**src/rtl/spi_master.sv**
```systemverilog
// SPI initiator: one DATA_WIDTH-bit word per transfer, MSB first, ss active-high,
// sclk idle low, target shifts on sclk rise so miso is captured on sclk fall.
module spi_master #(
    parameter int CLK_DIV    = 4,
    parameter int DATA_WIDTH = 8
) (
    input  logic                  sys_clk,
    input  logic                  rst,
    input  logic                  start,
    input  logic [DATA_WIDTH-1:0] tx_data,
    output logic [DATA_WIDTH-1:0] rx_data,
    output logic                  busy,
    output logic                  done,
    output logic                  ss,
    output logic                  sclk,
    output logic                  mosi,
    input  logic                  miso
);

    // state | meaning
    // IDLE  | bus quiet, waiting for start
    // LEAD  | ss asserted, first bit on mosi, sclk low for setup
    // HIGH  | sclk high; falling edge at expiry captures miso
    // LOW   | sclk low, next bit on mosi
    // TRAIL | last bit done, ss held before release
    // GAP   | ss low so the target sees a deselect before the next word

    localparam int              BW        = $clog2(DATA_WIDTH + 1);
    localparam logic [7:0]      HP_RELOAD = 8'(CLK_DIV - 1);
    localparam logic [BW-1:0]   LAST_BIT  = BW'(DATA_WIDTH - 1);

    typedef enum logic [2:0] {
        IDLE,
        LEAD,
        HIGH,
        LOW,
        TRAIL,
        GAP
    } state_t;

    state_t                state;
    state_t                state_nxt;
    logic [7:0]            hp_cnt;
    logic                  hp_zero;
    logic [BW-1:0]         bit_cnt;
    logic                  last_bit;
    logic [DATA_WIDTH-1:0] tx_sr;
    logic [DATA_WIDTH-1:0] rx_sr;

    assign hp_zero  = (hp_cnt == 8'd0);
    assign last_bit = (bit_cnt == LAST_BIT);
    // mosi is the MSB flop of the tx shifter; cleared whenever the bus is idle
    assign mosi     = tx_sr[DATA_WIDTH-1];

    always_comb begin
        state_nxt = state;
        case (state)
            IDLE:    if (start)   state_nxt = LEAD;
            LEAD:    if (hp_zero) state_nxt = HIGH;
            HIGH:    if (hp_zero) state_nxt = last_bit ? TRAIL : LOW;
            LOW:     if (hp_zero) state_nxt = HIGH;
            TRAIL:   if (hp_zero) state_nxt = GAP;
            GAP:     if (hp_zero) state_nxt = IDLE;
            default: state_nxt = IDLE;
        endcase
    end

    always_ff @(posedge sys_clk or negedge rst) begin
        if (!rst) begin
            state  <= IDLE;
            hp_cnt <= 8'd0;
        end else begin
            state <= state_nxt;
            if (state_nxt != state) begin
                hp_cnt <= HP_RELOAD;
            end else if (!hp_zero) begin
                hp_cnt <= hp_cnt - 8'd1;
            end
        end
    end

    always_ff @(posedge sys_clk or negedge rst) begin
        if (!rst) begin
            tx_sr   <= '0;
            rx_sr   <= '0;
            rx_data <= '0;
            bit_cnt <= '0;
            busy    <= 1'b0;
            done    <= 1'b0;
            ss      <= 1'b0;
            sclk    <= 1'b0;
        end else begin
            done <= 1'b0;
            case (state)
                IDLE: begin
                    if (start) begin
                        tx_sr   <= tx_data;
                        ss      <= 1'b1;
                        busy    <= 1'b1;
                        bit_cnt <= '0;
                    end
                end
                LEAD, LOW: begin
                    if (hp_zero) sclk <= 1'b1;
                end
                HIGH: begin
                    if (hp_zero) begin
                        sclk    <= 1'b0;
                        rx_sr   <= {rx_sr[DATA_WIDTH-2:0], miso};
                        bit_cnt <= bit_cnt + BW'(1);
                        // last bit stays on mosi through TRAIL
                        if (!last_bit) tx_sr <= tx_sr << 1;
                    end
                end
                TRAIL: begin
                    if (hp_zero) begin
                        ss      <= 1'b0;
                        rx_data <= rx_sr;
                        done    <= 1'b1;
                        tx_sr   <= '0;
                    end
                end
                GAP: begin
                    if (hp_zero) busy <= 1'b0;
                end
                default: begin
                    sclk <= 1'b0;
                end
            endcase
        end
    end

endmodule

```
**config.mk**
```make
export PLATFORM = sky130hd
export DESIGN_NAME = spi_master
export DESIGN_NICKNAME = d
export VERILOG_FILES = /design/src/rtl/spi_master.sv
export SDC_FILE = /design/constraint.sdc
export NUM_CORES = 1
export LEC_CHECK = 0
export BUFFER_PORTS_ARGS = -buffer_cell sky130_fd_sc_hd__buf_2
export CAP_MARGIN = 10
export CORE_MARGIN = 2
export CORE_UTILIZATION = 52
export DETAILED_ROUTE_END_ITERATION = 10
export PLACE_DENSITY = 0.75
export SLEW_MARGIN = 0
export SYNTH_ARGS = -nofsm -noshare
export SYNTH_HDL_FRONTEND = slang
export SYNTH_SLANG_ARGS = --single-unit
export TNS_END_PERCENT = 100
```
**constraint.sdc**
```tcl
create_clock -name sys_clk -period 2.1 [get_ports sys_clk]
set_input_delay 0.63 -clock sys_clk [delete_from_list [all_inputs] [get_ports sys_clk]]
set_output_delay 0.63 -clock sys_clk [all_outputs]
set_load 0.03 [all_outputs]
```
======== Word level (Yosys, flattened, before mapping) ========
Index checks and enable logic that the tools add are counted.
W data, S select, Z words.
storage, ports and cells
  flip-flop bits (word level) ............. 43
  input port bits ......................... 12
  output and inout port bits .............. 13
  word-level logic and storage cells ...... 67
operators by class
  $add $sub $neg .......................... 2
  equality and inequality tests ........... 14
  mux-type cells .......................... 25
  bitwise logic cells ..................... 1
  reduce and logical (&&, ||, !) cells .... 15
operator list
  cell                   count
  $mux W8                6
  $pmux W8 S3            1
  $mux W3                6
  $pmux W3 S5            1
  $reduce_and A3 Y1      4
  $ne A2 B2 Y1 const B   5
  $logic_not A8 Y1       1
  $mux W4                2
  $pmux W4 S2            1
  $sub A8 B1 Y8 const B  1
  $eq A3 B2 Y1 const B   2
  $eq A3 B3 Y1 const B   2
  $reduce_bool A2 Y1     3
  $mux W1                5
  $reduce_and A5 Y1      1
  $add A4 B1 Y4 const B  1
  $eq A4 B3 Y1 const B   1
  $ne A2 B1 Y1 const B   2
  $pmux W1 S2            2
  $reduce_and A2 Y1      2
  $eq A3 B1 Y1 const B   1
  $logic_not A3 Y1       1
  $ne A3 B3 Y1           1
  $pmux W1 S3            1
  4 further kinds        4

======== Longest topological paths before layout ========
Gate-level depths: netlist (run 1).
  word-level depth ........................ 6
  gate-level depth with buffers ........... 7

======== Worst setup path after synthesis (run 1) ========
OpenSTA, ideal clock, no wires.
  path type ............................... reg-to-reg
  start ................................... register hp_cnt[0]
  end ..................................... register tx_sr[1]
  setup time .............................. 0.125 ns
  data arrival time ....................... 1.975 ns
  required time ........................... 1.975 ns
  path slack .............................. 0.001 ns
  stages on the path, launching flop included .. 7
  clock period less this slack ............ 2.099 ns
  cell sequence ........................... dfrtp_1 -> inv_1 -> ha_1 -> nor4b_4 -> nand4_1 -> a31oi_4 -> mux2_2
between the ends
  word-level cells in the longest chain between the ends .. 3
  elaborated cells on any way between the ends .. 4
  classes of those cells .................. 2 x eq/ne; 2 x reduce/logical
ends and longest elaborated chain
  element                        line  RTL
  start: declaration             43    logic [7:0] hp_cnt;
  start signal: assignment       77    hp_cnt <= hp_cnt - 8'd1;
  $logic_not A8 Y1 *             50    assign hp_zero = (hp_cnt == 8'd0);
  $ne A2 B2 Y1 (no line)         --
  $reduce_and A5 Y1 (no line) *  --
  end signal: assignment         97    tx_sr <= tx_data;
  end signal: assignment         112   if (!last_bit) tx_sr <= tx_sr << 1;
  end: declaration               47    logic [DATA_WIDTH-1:0] tx_sr;
Every way passes the cells marked *; elsewhere a longest branch is shown, timed or not.
A chain may end at the register's enable or synchronous reset.

======== Final worst setup path (run 1) ========
  start ................................... register hp_cnt[0]
  end ..................................... register tx_sr[5]
Same word-level chain as after synthesis.

==> results of run 1 <==
[cell families after synthesis]
kind of cell    after synthesis  share of synthesized area
fa+ha+maj                     2                     0.0118
mux                          19                     0.0986
xor+xnor                      2                    0.00827
compound gates               40                      0.132
buf+inv                      13                     0.0236
flops                        43                      0.508
simple gates                 87                      0.218
[how the worst max path moves through the flow]
stage / start / depth (start not counted) / to
global placement: hp_cnt[0]$_DFFE_PN0P_ / 6 / tx_sr[7]$_DFFE_PN0P_
CTS: hp_cnt[0]$_DFFE_PN0P_ / 7 / tx_sr[5]$_DFFE_PN0P_
finish: hp_cnt[0]$_DFFE_PN0P_ / 7 / tx_sr[5]$_DFFE_PN0P_
global route: hp_cnt[1]$_DFFE_PN0P_ / 7 / tx_sr[1]$_DFFE_PN0P_
floorplan: hp_cnt[0]$_DFFE_PN0P_ / 6 / tx_sr[1]$_DFFE_PN0P_
detailed placement: hp_cnt[0]$_DFFE_PN0P_ / 6 / tx_sr[5]$_DFFE_PN0P_
[metrics by stage]
step                setup TNS [ns]  cells  setup WS, ns  hold WS [ns]  power [mW]
global placement                 0    291        0.0404         0.460        1.34
detailed placement          -0.180    291       -0.0339         0.472        1.35
floorplan                        0    206      0.000544         0.334        1.22
finish                           0    305        0.0800         0.281        1.98
CTS                              0    301        0.0281         0.289        1.99
global route                -0.323    305       -0.0570         0.313        2.08
[routing by layer]
metal / GRT usage / vias to the layer above / part of all wire
li1: - / 836 / -
met1: 0.259 / 832 / 0.45
met2: 0.342 / 46 / 0.48
met3: 0.0493 / 10 / 0.045
met4: 0.0775 / 0 / 0.016
met5: 0 / - / 0
[sequential cells by signal (all words and copies together) (netlist names)]
signal and flops:
busy 1, ss 1, hp_cnt 8, tx_sr 8, sclk 1, rx_sr 8
rx_data 8, bit_cnt 4, done 1, state 3
[cell usage after synthesis, types with 5 or more instances]
cell type / n / area share
nor2_1: 6 / 0.011
o21ai_0: 7 / 0.017
a21oi_1: 9 / 0.021
inv_1: 7 / 0.012
dfrtp_1: 43 / 0.51
nor3_1: 5 / 0.012
mux2_2: 15 / 0.080
nand2_1: 44 / 0.078
a21o_1: 5 / 0.018
a32oi_1: 6 / 0.025
[layout make-up]
cell class | count | area [µm²] | area share
multi-input combinational | 150 | 1030 | 0.392
sequential | 43 | 1080 | 0.410
inverter | 7 | 26.3 | 0.0100
timing repair buffer | 47 | 318 | 0.121
clock inverter | 3 | 43.8 | 0.0167
clock buffer | 5 | 68.8 | 0.0262
tap | 50 | 62.6 | 0.0239
[repair_timing]
action / CTS / global route
gates resized for setup: 0 / 9
hold buffers: 0 / 0
endpoints found under the hold margin: 0 / 0
pin swaps: 0 / 2
endpoints found under the setup margin: 7 / 8
buffers inserted: 2 / 4
[power breakdown]
group / switching [mW] / internal, mW
combinational: 0.176 / 0.164
sequential: 0.103 / 0.899
clock: 0.281 / 0.354
total: 0.561 / 1.42
==> flow_metrics.tcl, run 1 <==
set metrics [dict create \
    cts_root_buf "clkbuf_8" \
    clk_latency_ns 0.29 \
    path_cells "inv_1 > ha_2 > nor4b_4 > nand4_1 > a31oi_4 > buf_12 > mux2_4" \
    drc_errors 0 \
    hold_violations 0 \
    rsz0062_at_grt "true" \
    cts_tree "yes" \
    pin_count 25 \
    htree_levels 2 \
    syn_to_final_growth_pct 23.7 \
    worst_slew_pin_slew_ns 0.601 \
    synth_nets 220 \
    synth_edf_count 0 \
    status "finished clean" \
    drv_cap 0 \
    first_pass_iters 4 \
    wl_um 4530 \
    num_vias 1724 \
    ys_ff_latch 43 \
    syn_area_mm2 0.00212 \
    max-vdd-ir-drop_mv 0.447 \
    grt_pass1_vias 1550 \
    reg2reg_depth 7 \
    critPathKind "register to register" \
    slew_violations 0 \
    antenna_cells 0 \
    drive_gt1_frac 0.310 \
    yosys_warnings 0 \
    hold_class "input port to asynchronous set/reset pin" \
    crit_family "simple AND/OR/NAND/NOR gates" \
    grt_max_degree 26 \
    cp_slowest_stage_delay_ns 0.38 \
    place.gp.congestion 0.830 \
    dieArea_mm2 0.00460 \
    r2r_start "hp_cnt[0]$_DFFE_PN0P_" \
    fillCellCount 334 \
    fin_util 0.660 \
    path_max_fanout 7 \
    finish.net_count 268 \
    finalSetupViolations 0 \
    dp_hpwl_um 3080 \
    antenna_left 0 \
    ys_types 43 \
    clk_pin_slew_worst_paths_ns 0.08 \
    clock-sinks 43 \
    fmax_mhz 495 \
    portBuffers 24 \
    initial_core_util 0.534 \
    crit_required_ns 2.28 \
    grt_usage 0.205 \
    min_period_over_period 0.962 \
    r2r_setup_slack_ns 0.08 \
    fp.dieW_um 67.8 \
    critPathSlowestCell "dfrtp_1" \
    final_common_cell "nand2_1" \
    start_kind "register" \
    worstSetupEndpointType "register" \
    cts-buffers-inserted 5 \
    p_leak_nw 1.29 \
    synthFlopType "dfrtp_1" \
    slew_headroom 0.598 \
    worstPathArrival_ns 2.20 \
    rows 23 \
    ys_seq_area_frac 0.508 \
    vias_per_cell 5.65 \
    antenna_found_initial 0 \
    grt_pass1_wl_um 7020 \
    pwr_density_cell_mw_per_mm2 754 \
    path_buf_inv 2 \
    synth_area_per_cell_um2 10.3 \
    layout_common_cells "44 x nand2_1, 43 x dfrtp_1, 24 x buf_2" \
    overflow 0 \
    cts_max_path_buffers 2 \
    place_area_mm2 0.00242 \
    core-area_mm2 0.00397 \
    regToRegEndpoint "tx_sr[5]$_DFFE_PN0P_" \
    syn_inst 206 \
    fin_crit_ns 2.02 \
    skew_ns 0.00706 \
    drt_iter0_drc 105 \
    wl_per_cell_um 14.9 \
    ys_async_sr_fraction 1.00 \
    final_area_mm2 0.00262 \
    die_y_um 67.8 \
]
Power figures use the tool's default switching activity.
==> run 2: changes to the inputs <==
- ABC_AREA: not set -> 1
- CORE_UTILIZATION: 52 -> 60
- PLACE_DENSITY: 0.75 -> 0.82
- clock period: 2.1 -> 2.43 ns (I/O delays scaled with it)
==> run 2 against run 1 <==
  * Cell count grew 4.9%
  * Non-clock buffer count shrank 21
  * Critical path depth grew 3
  * Critical endpoint is now bit_cnt[2]$_DFFE_PN0P_
  * Largest power group unchanged
  * Clock power shrank 13%
  * Design area shrank 8.0%
==> flow_metrics.tcl, run 2 <==
set metrics [dict create \
    status "finished clean" \
    syn_area_mm2 0.00215 \
    die_y_um 63.9 \
    path_max_fanout 17 \
    synthMuxAreaShare 0 \
    crit_required_ns 2.73 \
    cts-buffers-inserted 5 \
    antenna_left 0 \
    cts_setup_buffers 0 \
    drive_gt1_frac 0.252 \
    hold_class "input port to asynchronous set/reset pin" \
    core-area_mm2 0.00339 \
    portBuffers 24 \
    rsz0062_at_grt "false" \
    slew_violations 0 \
    pwr_density_cell_mw_per_mm2 584 \
    syn_to_final_growth_pct 12.2 \
    synth_area_leaders "dfrtp_1 50%, nand2_1 10%, inv_1 5.6%, o21ai_0 5.4%, nand3_1 3.3%" \
    path_buf_inv 3 \
    slew_headroom 0.650 \
    p_leak_nw 1.24 \
    worstPathArrival_ns 2.28 \
    dieArea_mm2 0.00408 \
    ys_seq_area_frac 0.500 \
    cts_tree "yes" \
    cts_hold_buf 0 \
    critPathKind "register to register" \
    wl_um 3750 \
    yosys-top-cells-count "60 x nand2_1, 43 x dfrtp_1, 32 x inv_1, 23 x o21ai_0, 14 x nand3_1" \
    antenna_found_initial 0 \
    finish.net_count 287 \
    syn_inst 245 \
    synthFlopType "dfrtp_1" \
    hold_violations 0 \
    grt_pass1_vias 1568 \
    finalSetupViolations 0 \
    final_common_cell "nand2_1" \
    yosys_warnings 0 \
    clk_latency_ns 0.36 \
    first_pass_iters 4 \
    cts_root_buf "clkbuf_4" \
    ys_async_sr_fraction 1.00 \
    clock-sinks 43 \
    synth_edf_count 0 \
    grt_pass1_wl_um 6800 \
    htree_levels 2 \
    fin_util 0.712 \
    grt_max_degree 25 \
    place.gp.congestion 0.898 \
    drt_iter0_drc 69 \
    antenna_cells 0 \
    critPathSlowestCell "dfrtp_1" \
    drc_errors 0 \
    start_kind "register" \
    setup_tns_ns 0 \
    cts_max_path_buffers 2 \
    synth_xor_area_frac 0.0285 \
    cts_resized 0 \
    pin_count 25 \
    synth_compound_area_frac 0.104 \
    num_vias 1628 \
    crit_family "simple AND/OR/NAND/NOR gates" \
    grt_usage 0.213 \
    ys_types 28 \
    clk_pin_slew_worst_paths_ns 0.13 \
    drv_cap 0 \
    worst_slew_pin_slew_ns 0.525 \
    dp_hpwl_um 2850 \
    rows 21 \
    worstSetupEndpointType "register" \
    fp.dieW_um 63.9 \
    initial_core_util 0.635 \
    ys_ff_latch 43 \
    layout_common_cells "60 x nand2_1, 43 x dfrtp_1, 32 x inv_1" \
    min_period_over_period 0.817 \
    fmax_mhz 504 \
    wl_per_cell_um 11.7 \
    vias_per_cell 5.09 \
    yosysMostFrequentCell "nand2_1" \
    max-vdd-ir-drop_mv 0.630 \
    synth_fa_ha_area_frac 0.0116 \
    synth.top_cell.area_share 0.500 \
    synth_area_per_cell_um2 8.78 \
    overflow 0 \
    path_cells "inv_1 > ha_1 > nand2_2 > nor2_4 > inv_1 > nor2_4 > inv_2 > nand2_1 > a21oi_1 > a21oi_1" \
    cp_slowest_stage_delay_ns 0.42 \
    fin_crit_ns 1.98 \
    synth_top_family_by_area "simple AND/OR/NAND/NOR gates" \
    synth_nets 259 \
    synth_top_area_cell "dfrtp_1" \
    skew_ns 0.00982 \
    yosys.area_share.simple 0.275 \
]
-- run 2: cell types whose count changed in the layout (fill, tap and decap cells not counted), sizes merged, moves of 5 or more --
cell   before  now
xor2        0    6
nand3       4   17
o21ai       7   32
buf        47   26
mux2       15    0
nor2        7   25
a21o        5    0
nand2      44   64
inv         7   36
a32oi       6    0
-- run 2: per-layer routing --
layer | wire length, µm | share of wire | track usage | vias up
li1 | - | - | - | 826
met1 | 1680 | 0.45 | 0.266 | 768
met2 | 1850 | 0.49 | 0.368 | 26
met3 | 168 | 0.045 | 0.0546 | 8
met4 | 46 | 0.012 | 0.0543 | 0
met5 | 0 | 0 | 0 | -
-- run 2: worst paths after layout --
path | cells after the start | end | slack, ns | startpoint
max in group asynchronous | 2 | rx_sr[1]$_DFFE_PN0P_ | 1.56 | rst
setup reg to reg | 10 | bit_cnt[2]$_DFFE_PN0P_ | 0.45 | hp_cnt[0]$_DFFE_PN0P_
min in group sys_clk | 2 | sclk$_DFFE_PN0P_ | 0.48 | sclk$_DFFE_PN0P_
setup / recovery | 10 | bit_cnt[2]$_DFFE_PN0P_ | 0.45 | hp_cnt[0]$_DFFE_PN0P_
hold / removal | 1 | rx_data[5]$_DFFE_PN0P_ | 0.33 | rst
hold reg to reg | 2 | sclk$_DFFE_PN0P_ | 0.48 | sclk$_DFFE_PN0P_
-- run 2: per-stage QoR --
step	hold WS, ns	setup slack, ns	power [mW]	area (µm²)	instances
6_report	0.330	0.445	1.41	2410	320
5_1_grt	0.345	0.244	1.47	2410	320
4_1_cts	0.340	0.444	1.42	2410	320
3_5_place_dp	0.461	0.465	0.872	2310	312
3_3_place_gp	0.457	0.544	0.869	2310	312
2_1_floorplan	0.433	0.877	0.830	2150	245
-- run 2: power by group --
| group | internal [mW] | switching [mW] |
|---|---|---|
| clock network | 0.320 | 0.232 |
| logic | 0.0366 | 0.0726 |
| registers | 0.736 | 0.0116 |
-- run 2: cell type report --
class | count | area, µm²
clock inverters | 3 | 67.6
flip-flops and latches | 43 | 1080
repair buffers | 26 | 135
clock buffers | 5 | 37.5
inverters | 36 | 138
well taps | 46 | 57.6
multi-input cells | 161 | 901
fillers | 271 | 977
-- run 2: kinds of logic (layout without fill, tap and decap cells) --
family          after synthesis  count (layout)
buf+inv                      41              70
compound gates               37              37
xor+xnor                      7               7
fa+ha+maj                     2               2
flops                        43              43
simple gates                115             115
-- run 2: worst register-to-register path, cell delays in order, from the launching register on --
cell	delay (ns)
dfrtp_1	0.42
inv_1	0.08
ha_1	0.17
nand2_2	0.09
nor2_4	0.28
inv_1	0.19
nor2_4	0.31
inv_2	0.10
nand2_1	0.12
a21oi_1	0.07
a21oi_1	0.10
